### config.mk
export PLATFORM = sky130hd
export DESIGN_NAME = jk_bank_sequencer
export DESIGN_NICKNAME = d
export VERILOG_FILES = /design/src/rtl/jk_bank_sequencer.sv
export SDC_FILE = /design/constraint.sdc
export NUM_CORES = 1
export LEC_CHECK = 0
export ABC_AREA = 0
export CAP_MARGIN = 5
export CORE_UTILIZATION = 47
export CTS_BUF_LIST = sky130_fd_sc_hd__clkbuf_8
export DETAILED_ROUTE_END_ITERATION = 16
export PLACE_DENSITY = 0.89
export SKIP_CTS_REPAIR_TIMING = 1
export SLEW_MARGIN = 20
export SYNTH_ARGS = -nofsm -noshare
export SYNTH_HDL_FRONTEND = slang
export SYNTH_SLANG_ARGS = --single-unit
### constraint.sdc
create_clock -name clk -period 1.8 [get_ports clk]
set_input_delay 0.54 -clock clk [delete_from_list [all_inputs] [get_ports clk]]
set_output_delay 0.54 -clock clk [all_outputs]
set_load 0.01 [all_outputs]
### src/rtl/jk_bank_sequencer.sv
// rtl/jk_bank_sequencer.sv - command sequencer driving a bank of JK flip-flops
module jk_bank_sequencer #(
    parameter int WIDTH = 8,
    parameter int CNT_W = 4
) (
    input  logic             clk,
    input  logic             rst,
    input  logic             cmd_valid,
    output logic             cmd_ready,
    input  logic [1:0]       cmd_op,
    input  logic [WIDTH-1:0] cmd_mask,
    input  logic [CNT_W-1:0] cmd_count,
    output logic [WIDTH-1:0] j_bus,
    output logic [WIDTH-1:0] k_bus,
    output logic [WIDTH-1:0] q,
    output logic             busy,
    output logic             done
);

    localparam logic [1:0] OP_HOLD   = 2'b00;
    localparam logic [1:0] OP_SET    = 2'b01;
    localparam logic [1:0] OP_CLEAR  = 2'b10;
    localparam logic [1:0] OP_TOGGLE = 2'b11;

    typedef enum logic [1:0] {
        S_IDLE = 2'b00,
        S_EXEC = 2'b01,
        S_DONE = 2'b10
    } state_t;

    state_t           state;
    state_t           state_nxt;
    logic [1:0]       op_r;
    logic [WIDTH-1:0] mask_r;
    logic [CNT_W-1:0] rem;
    logic             accept;
    logic             toggle_cmd;

    assign accept     = cmd_valid & cmd_ready;
    assign toggle_cmd = (cmd_op == OP_TOGGLE);

    always_comb begin
        state_nxt = state;
        cmd_ready = 1'b0;
        busy      = 1'b1;
        done      = 1'b0;
        j_bus     = '0;
        k_bus     = '0;
        case (state)
            S_IDLE: begin
                cmd_ready = 1'b1;
                busy      = 1'b0;
                if (cmd_valid) begin
                    state_nxt = S_EXEC;
                end
            end
            S_EXEC: begin
                case (op_r)
                    OP_SET:    j_bus = mask_r;
                    OP_CLEAR:  k_bus = mask_r;
                    OP_TOGGLE: begin
                        j_bus = mask_r;
                        k_bus = mask_r;
                    end
                    default: ;
                endcase
                // rem==0 cannot occur here; treated as last cycle so the FSM can never stall
                if (rem <= CNT_W'(1)) begin
                    state_nxt = S_DONE;
                end
            end
            S_DONE: begin
                done      = 1'b1;
                state_nxt = S_IDLE;
            end
            default: begin
                state_nxt = S_IDLE;
            end
        endcase
    end

    always_ff @(posedge clk) begin
        if (rst) begin
            state  <= S_IDLE;
            q      <= '0;
            rem    <= '0;
            op_r   <= OP_HOLD;
            mask_r <= '0;
        end else begin
            state <= state_nxt;
            q     <= (j_bus & ~q) | (~k_bus & q);
            if (accept) begin
                // a zero-length toggle runs as a one-cycle HOLD so J/K stay low
                op_r   <= (toggle_cmd && cmd_count == '0) ? OP_HOLD : cmd_op;
                mask_r <= cmd_mask;
                rem    <= (toggle_cmd && cmd_count != '0) ? cmd_count : CNT_W'(1);
            end else if (state == S_EXEC && rem != '0) begin
                rem <= rem - CNT_W'(1);
            end
        end
    end

endmodule

==> results.yml, run 1 <==
run:
  max_cap_violations: 0
critical_path:
  critPathKind: "flop to output pin"
  critPathSlowestCell: "dfxtp_2"
  start_kind: "flop"
  startpoint: "state[1]"
  critPathMaxFanout: 8
  ff2ff_path_depth: 5
  slowest_delay_ns: 0.34
  path_cells: "and3b_2 > buf_6 > and2_1 > clkbuf_2"
  r2r_slack_ns: 0.18
  arrival_ns: 1.24
  cp_num_cells: 4
  cp_top_family: "simple AND/OR/NAND/NOR gates"
  cp.required_ns: 1.26
  rr_startpoint: "rem[0]"
  endpoint_kind: "output pin"
  worst-path-buf-inv: 2
synthesis:
  yosysTopAreaCellShare_pct: 37.17
  synthCells: 159
  synth_fp_nets: 179
  seq_area_frac_synth_pct: 37.17
  synthTopCellsByArea: "dfxtp_1, nand2_1, a21oi_1"
  synthesis.area_sq_um: 1292
  synth_warnings: 0
  ys_seq_elements: 24
  synth.distinct_cells: 33
  synth_top_cell_by_area: "dfxtp_1"
  ys.flop_type: "dfxtp_1"
  syn_avg_cell_area_sq_um: 8.129
  async_flop_share_pct: 0
  synth_edf_count: 0
placed_design:
  portBuffers: 43
  dp_hpwl_mm: 2.549
  place_inst: 238
  dpl-instance-area_sq_um: 1821
  pre_cts_slack_ns: -0.2249
  gpl.final_weighted_congestion: 0.7757
floorplan:
  std_cell_rows: 18
  io-pin-count: 44
  core_sq_um: 2545
  fp.dieW_microns: 54.44
  die-area_sq_um: 2964
  die_y_microns: 54.44
  start_util_pct: 50.79
global_routing:
  grt_antenna_before_repair: 0
  grt_max_degree: 16
  grt_pass1_vias: 1228
  grt_overflow: 0
  grt_pass1_wl_mm: 5.016
  grtUsageTotal_pct: 23.24
final_layout:
  layout-drive-gt1-share_pct: 18.87
  final_cell_mix: "nand2_1, clkdlybuf4s50_1, dfxtp_1"
  synthToLayoutAreaGrowth_pct: 45.30
  design_area_sq_um: 1878
  final_core_util_pct: 73.80
  layout.nets: 234
  final_cells: 242
  num_antenna_cells: 0
  final_common_cell: "nand2_1"
  fill_cells: 192
cts:
  clockRootBuffer: "clkbuf_8"
  cts_buffers: 3
  cts_tree: "done"
  clock_sinks: 24
  h-tree-depth: 1
  cts.clk_slew.worst_paths_ns: 0.07
  clkLatencyLatePin_ns: 0.26
  clock_path_buffers: 2
sta:
  drv_slew: 0
  fin_crit_sh_pct: 98.71
  finalHoldViolations: 0
  finalClockSkew_ns: 0.002486
  fmax_mhz: 562.8
  rsz0062_at_grt: "true"
  hold_ws_ns: 0.4674
  worst-slew-pin-transition_ns: 0.3723
  setup_viol: 0
  maxSlewHeadroom_pct: 75.10
  fin_crit_ns: 1.777
  setup_tns_ns: 0
  worst_slack_ns: 0.02325
detailed_routing:
  drtIter0Drc: 14
  viasPerCell: 5.628
  num_vias: 1362
  wl_per_cell_microns: 13.92
  drc: 0
  wl_mm: 3.369
  firstDrtPassIters: 4
  ant_nets: 0
min_path:
  hold_path_class: "flop to flop"
  whs_path_depth: 2
  min_from: "q[6]"
pwr:
  peakVddDrop_uv: 567.8
  finalPower_mw: 1.288
  leakage_nw: 0.9273
  power.density_nw_per_um2: 686.0
run_status:
  status: "completed"
[Yosys cell counts (all sizes together) (3+ instances only)]
cell type	n
buf	6
and2	9
a311oi	3
dfxtp	24
nand3b	10
nand2	29
a21oi	21
ha	3
clkbuf	5
nand4b	8
inv	13
nor2	3
[final timing paths]
check	to
hold reg to reg	q[6]
setup / recovery	j_bus[1]
setup reg to reg	rem[2]
hold / removal	q[6]
[cell families (layout without fill, tap and decap cells)]
kind of cell	count (synthesis)	after routing	share of synthesized area, %
AO/OA/AOI/OAI	31	31	14.91
AND/OR/NAND/NOR	76	76	35.24
flip-flops	24	24	37.17
multiplexers	1	1	0.7745
buffers and inverters	24	77	9.003
adder cells (fa/ha/maj)	3	3	2.904
[worst register-to-register path: stages (launching register included)]
cell	delay, ns
dfxtp_1	0.35
inv_1	0.10
ha_1	0.19
or3b_1	0.40
a311oi_1	0.34
a311oi_1	0.10
[state kept, by name, indices dropped and copies added (netlist names)]
register  count
mask_r        8
op_r          2
q             8
rem           4
state         2
[power breakdown]
group	internal, mW	switching (mW)	total, mW
combinational	0.187	0.180	0.367
sequential	0.572	0.0456	0.618
clock	0.149	0.155	0.304
total	0.908	0.380	1.29
[layer usage]
layer | vias to the layer above | global-route usage, % | routed length (microns)
met5 | - | 0 | 0
met2 | 54 | 43.90 | 1753
met4 | 0 | 9.402 | 42
met1 | 639 | 26.34 | 1351
li1 | 663 | - | -
met3 | 6 | 1.944 | 221
[cell type report]
type	count	area (sq um)	area share, %
Clock buffer	3	41.29	2.199
Tap cell	30	37.54	1.999
Timing Repair Buffer	61	559.3	29.78
Multi-Input combinational cell	111	708.2	37.71
Sequential cell	24	483.0	25.72
Inverter	13	48.80	2.598
(Power assumes the default switching activity.)
==> inputs of run 2 (changes only) <==
--- a/config.mk
+++ b/config.mk
@@ -7,12 +7,15 @@
 export LEC_CHECK = 0
 export ABC_AREA = 0
 export CAP_MARGIN = 5
-export CORE_UTILIZATION = 47
+export CELL_PAD_IN_SITES_DETAIL_PLACEMENT = 0
+export CELL_PAD_IN_SITES_GLOBAL_PLACEMENT = 1
+export CORE_UTILIZATION = 33
 export CTS_BUF_LIST = sky130_fd_sc_hd__clkbuf_8
 export DETAILED_ROUTE_END_ITERATION = 16
-export PLACE_DENSITY = 0.89
+export PLACE_DENSITY = 0.88
 export SKIP_CTS_REPAIR_TIMING = 1
 export SLEW_MARGIN = 20
 export SYNTH_ARGS = -nofsm -noshare
 export SYNTH_HDL_FRONTEND = slang
 export SYNTH_SLANG_ARGS = --single-unit
+export TNS_END_PERCENT = 10
==> run 2 against run 1 <==
The flow now finishes with violations (setup timing). Clock power increased by 17%. Design area increased by 3.5%. First-iteration DRC count increased to 3.4 times the previous value. Cell count increased by 11%. Power increased by 4.5%. Critical path type unchanged. Sequential cell count unchanged. Non-clock buffer count increased by 7. Register-to-register slack improved by 0.11 ns. Routed wire length decreased by 6.6%. Die area increased by 41%.
==> results.yml, run 2 (synthesized netlist as in run 1, its figures left out) <==
detailed_routing:
  drtIter0Drc: 47
  viasPerCell: 4.970
  drc: 0
  firstDrtPassIters: 4
  wl_per_cell_microns: 11.75
  num_vias: 1332
  wl_mm: 3.148
  ant_nets: 0
final_layout:
  synthToLayoutAreaGrowth_pct: 50.34
  fill_cells: 374
  final_common_cell: "nand2_1"
  layout-drive-gt1-share_pct: 22.73
  num_antenna_cells: 0
  layout.nets: 241
  multi_input_area_sq_um: 699.4
  final_cell_mix: "nand2_1, clkdlybuf4s50_1, buf_4"
  largestRegisters: "mask_r (8), q (8), rem (4)"
  regArea_sq_um: 483.0
global_routing:
  use_met1_pct: 19.25
  grt_pass1_wl_mm: 5.119
  grt_busiest_layer: "met2"
  grt_pass1_vias: 1170
  grt_antenna_before_repair: 0
  grt_use_met2_pct: 27.76
  grt_max_degree: 25
  grt_overflow: 0
  gr-usage-met3_pct: 2.817
  grtUsageTotal_pct: 15.77
pwr:
  leakage_nw: 0.9051
  power.density_nw_per_um2: 693.0
  sw_frac_of_total_pct: 28.20
  peakVddDrop_uv: 343.8
  p_int_mw: 0.9669
  finalPower_mw: 1.347
  p_seq_share_pct: 45.5
  switchingPower_mw: 0.3797
  comb_power_share_pct: 28.0
  clkPwrFrac_pct: 26.5
cts:
  clock_path_buffers: 2
  h-tree-depth: 1
  clkLatencyLatePin_ns: 0.26
  clockRootBuffer: "clkbuf_8"
  cts_buffers: 3
  clock_sinks: 24
  cts.clk_slew.worst_paths_ns: 0.08
  cts_tree: "done"
critical_path:
  cp.required_ns: 1.26
  arrival_ns: 1.42
  critPathKind: "flop to output pin"
  endpoint_kind: "output pin"
  critPathMaxFanout: 15
  start_kind: "flop"
sta:
  setup_tns_ns: -0.1644
  rsz0062_at_grt: "true"
  worst_slack_ns: -0.1644
  setup_viol: 1
  worst-slew-pin-transition_ns: 0.3262
  maxSlewHeadroom_pct: 78.21
  finalClockSkew_ns: 0.002262
  drv_slew: 0
  finalHoldViolations: 0
  fmax_mhz: 509.0
  fin_crit_ns: 1.964
  fin_crit_sh_pct: 109.1
floorplan:
  die-area_sq_um: 4171
  core_sq_um: 3716
  io-pin-count: 44
  std_cell_rows: 22
  die_y_microns: 64.59
  start_util_pct: 34.78
  fp.dieW_microns: 64.59
placed_design:
  portBuffers: 43
  dp_hpwl_mm: 2.346
  gpl.final_weighted_congestion: 0.8237
run_status:
  violations: "setup timing"
  status: "complete, but fails checks"
min_path:
  hold_path_class: "flop to flop"
run:
  max_cap_violations: 0
-- run 2: cell count changes in the layout (fill, tap and decap cells not counted), sizes merged --
| cell | change |
|---|---|
| buf | +7 |
| clkbuf | +4 |
| clkdlybuf4s50 | +1 |
| dlymetal6s2s | -4 |
-- run 2: power by group through the flow --
stage          clock [mW]  sequential [mW]  combinational (mW)
2_1_floorplan           0            0.614               0.226
3_3_place_gp            0            0.625               0.375
3_5_place_dp            0            0.625               0.381
4_1_cts             0.367            0.612               0.382
5_1_grt             0.398            0.622               0.417
6_report            0.357            0.613               0.377
-- run 2: layout make-up --
class / count / share of cell area (%)
multi-input combinational: 111 / 35.99
timing repair buffer: 68 / 30.71
sequential: 24 / 24.86
tap: 48 / 3.091
clock buffer: 4 / 2.833
inverter: 13 / 2.511
-- run 2: critical path: stages (launching register included) --
cell	delay (ns)
dfxtp_2	0.32
buf_4	0.17
nor2_1	0.15
inv_1	0.05
clkdlybuf4s50_1	0.47
-- run 2: path summary, 6_finish.rpt --
kind	slack [ns]	cells past startpoint	end	startpoint
worst max-delay path	-0.16	4	busy	state[1]
worst min-delay path	0.46	2	op_r[0]	op_r[0]
worst max register to register	0.29	5	rem[2]	rem[1]
worst min register to register	0.46	2	op_r[0]	op_r[0]
-- run 2: stage by stage --
stage	setup slack, ns	std cells	util, %	hold WS [ns]	area (sq um)
4_1_cts	-0.4304	268	53.37	0.4572	1983
6_report	-0.1644	268	52.29	0.4572	1943
3_5_place_dp	-0.1968	264	51.89	0.4457	1928
5_1_grt	-0.2284	268	52.29	0.4915	1943
2_1_floorplan	0.2229	159	-	0.4321	1292
3_3_place_gp	-0.1865	264	51.89	0.4399	1928
-- run 2: routing by layer --
layer  vias to the layer above  wire (microns)
li1                        671               -
met1                       623            1539
met2                        36            1441
met3                         2             144
met4                         0              24
met5                         -               0
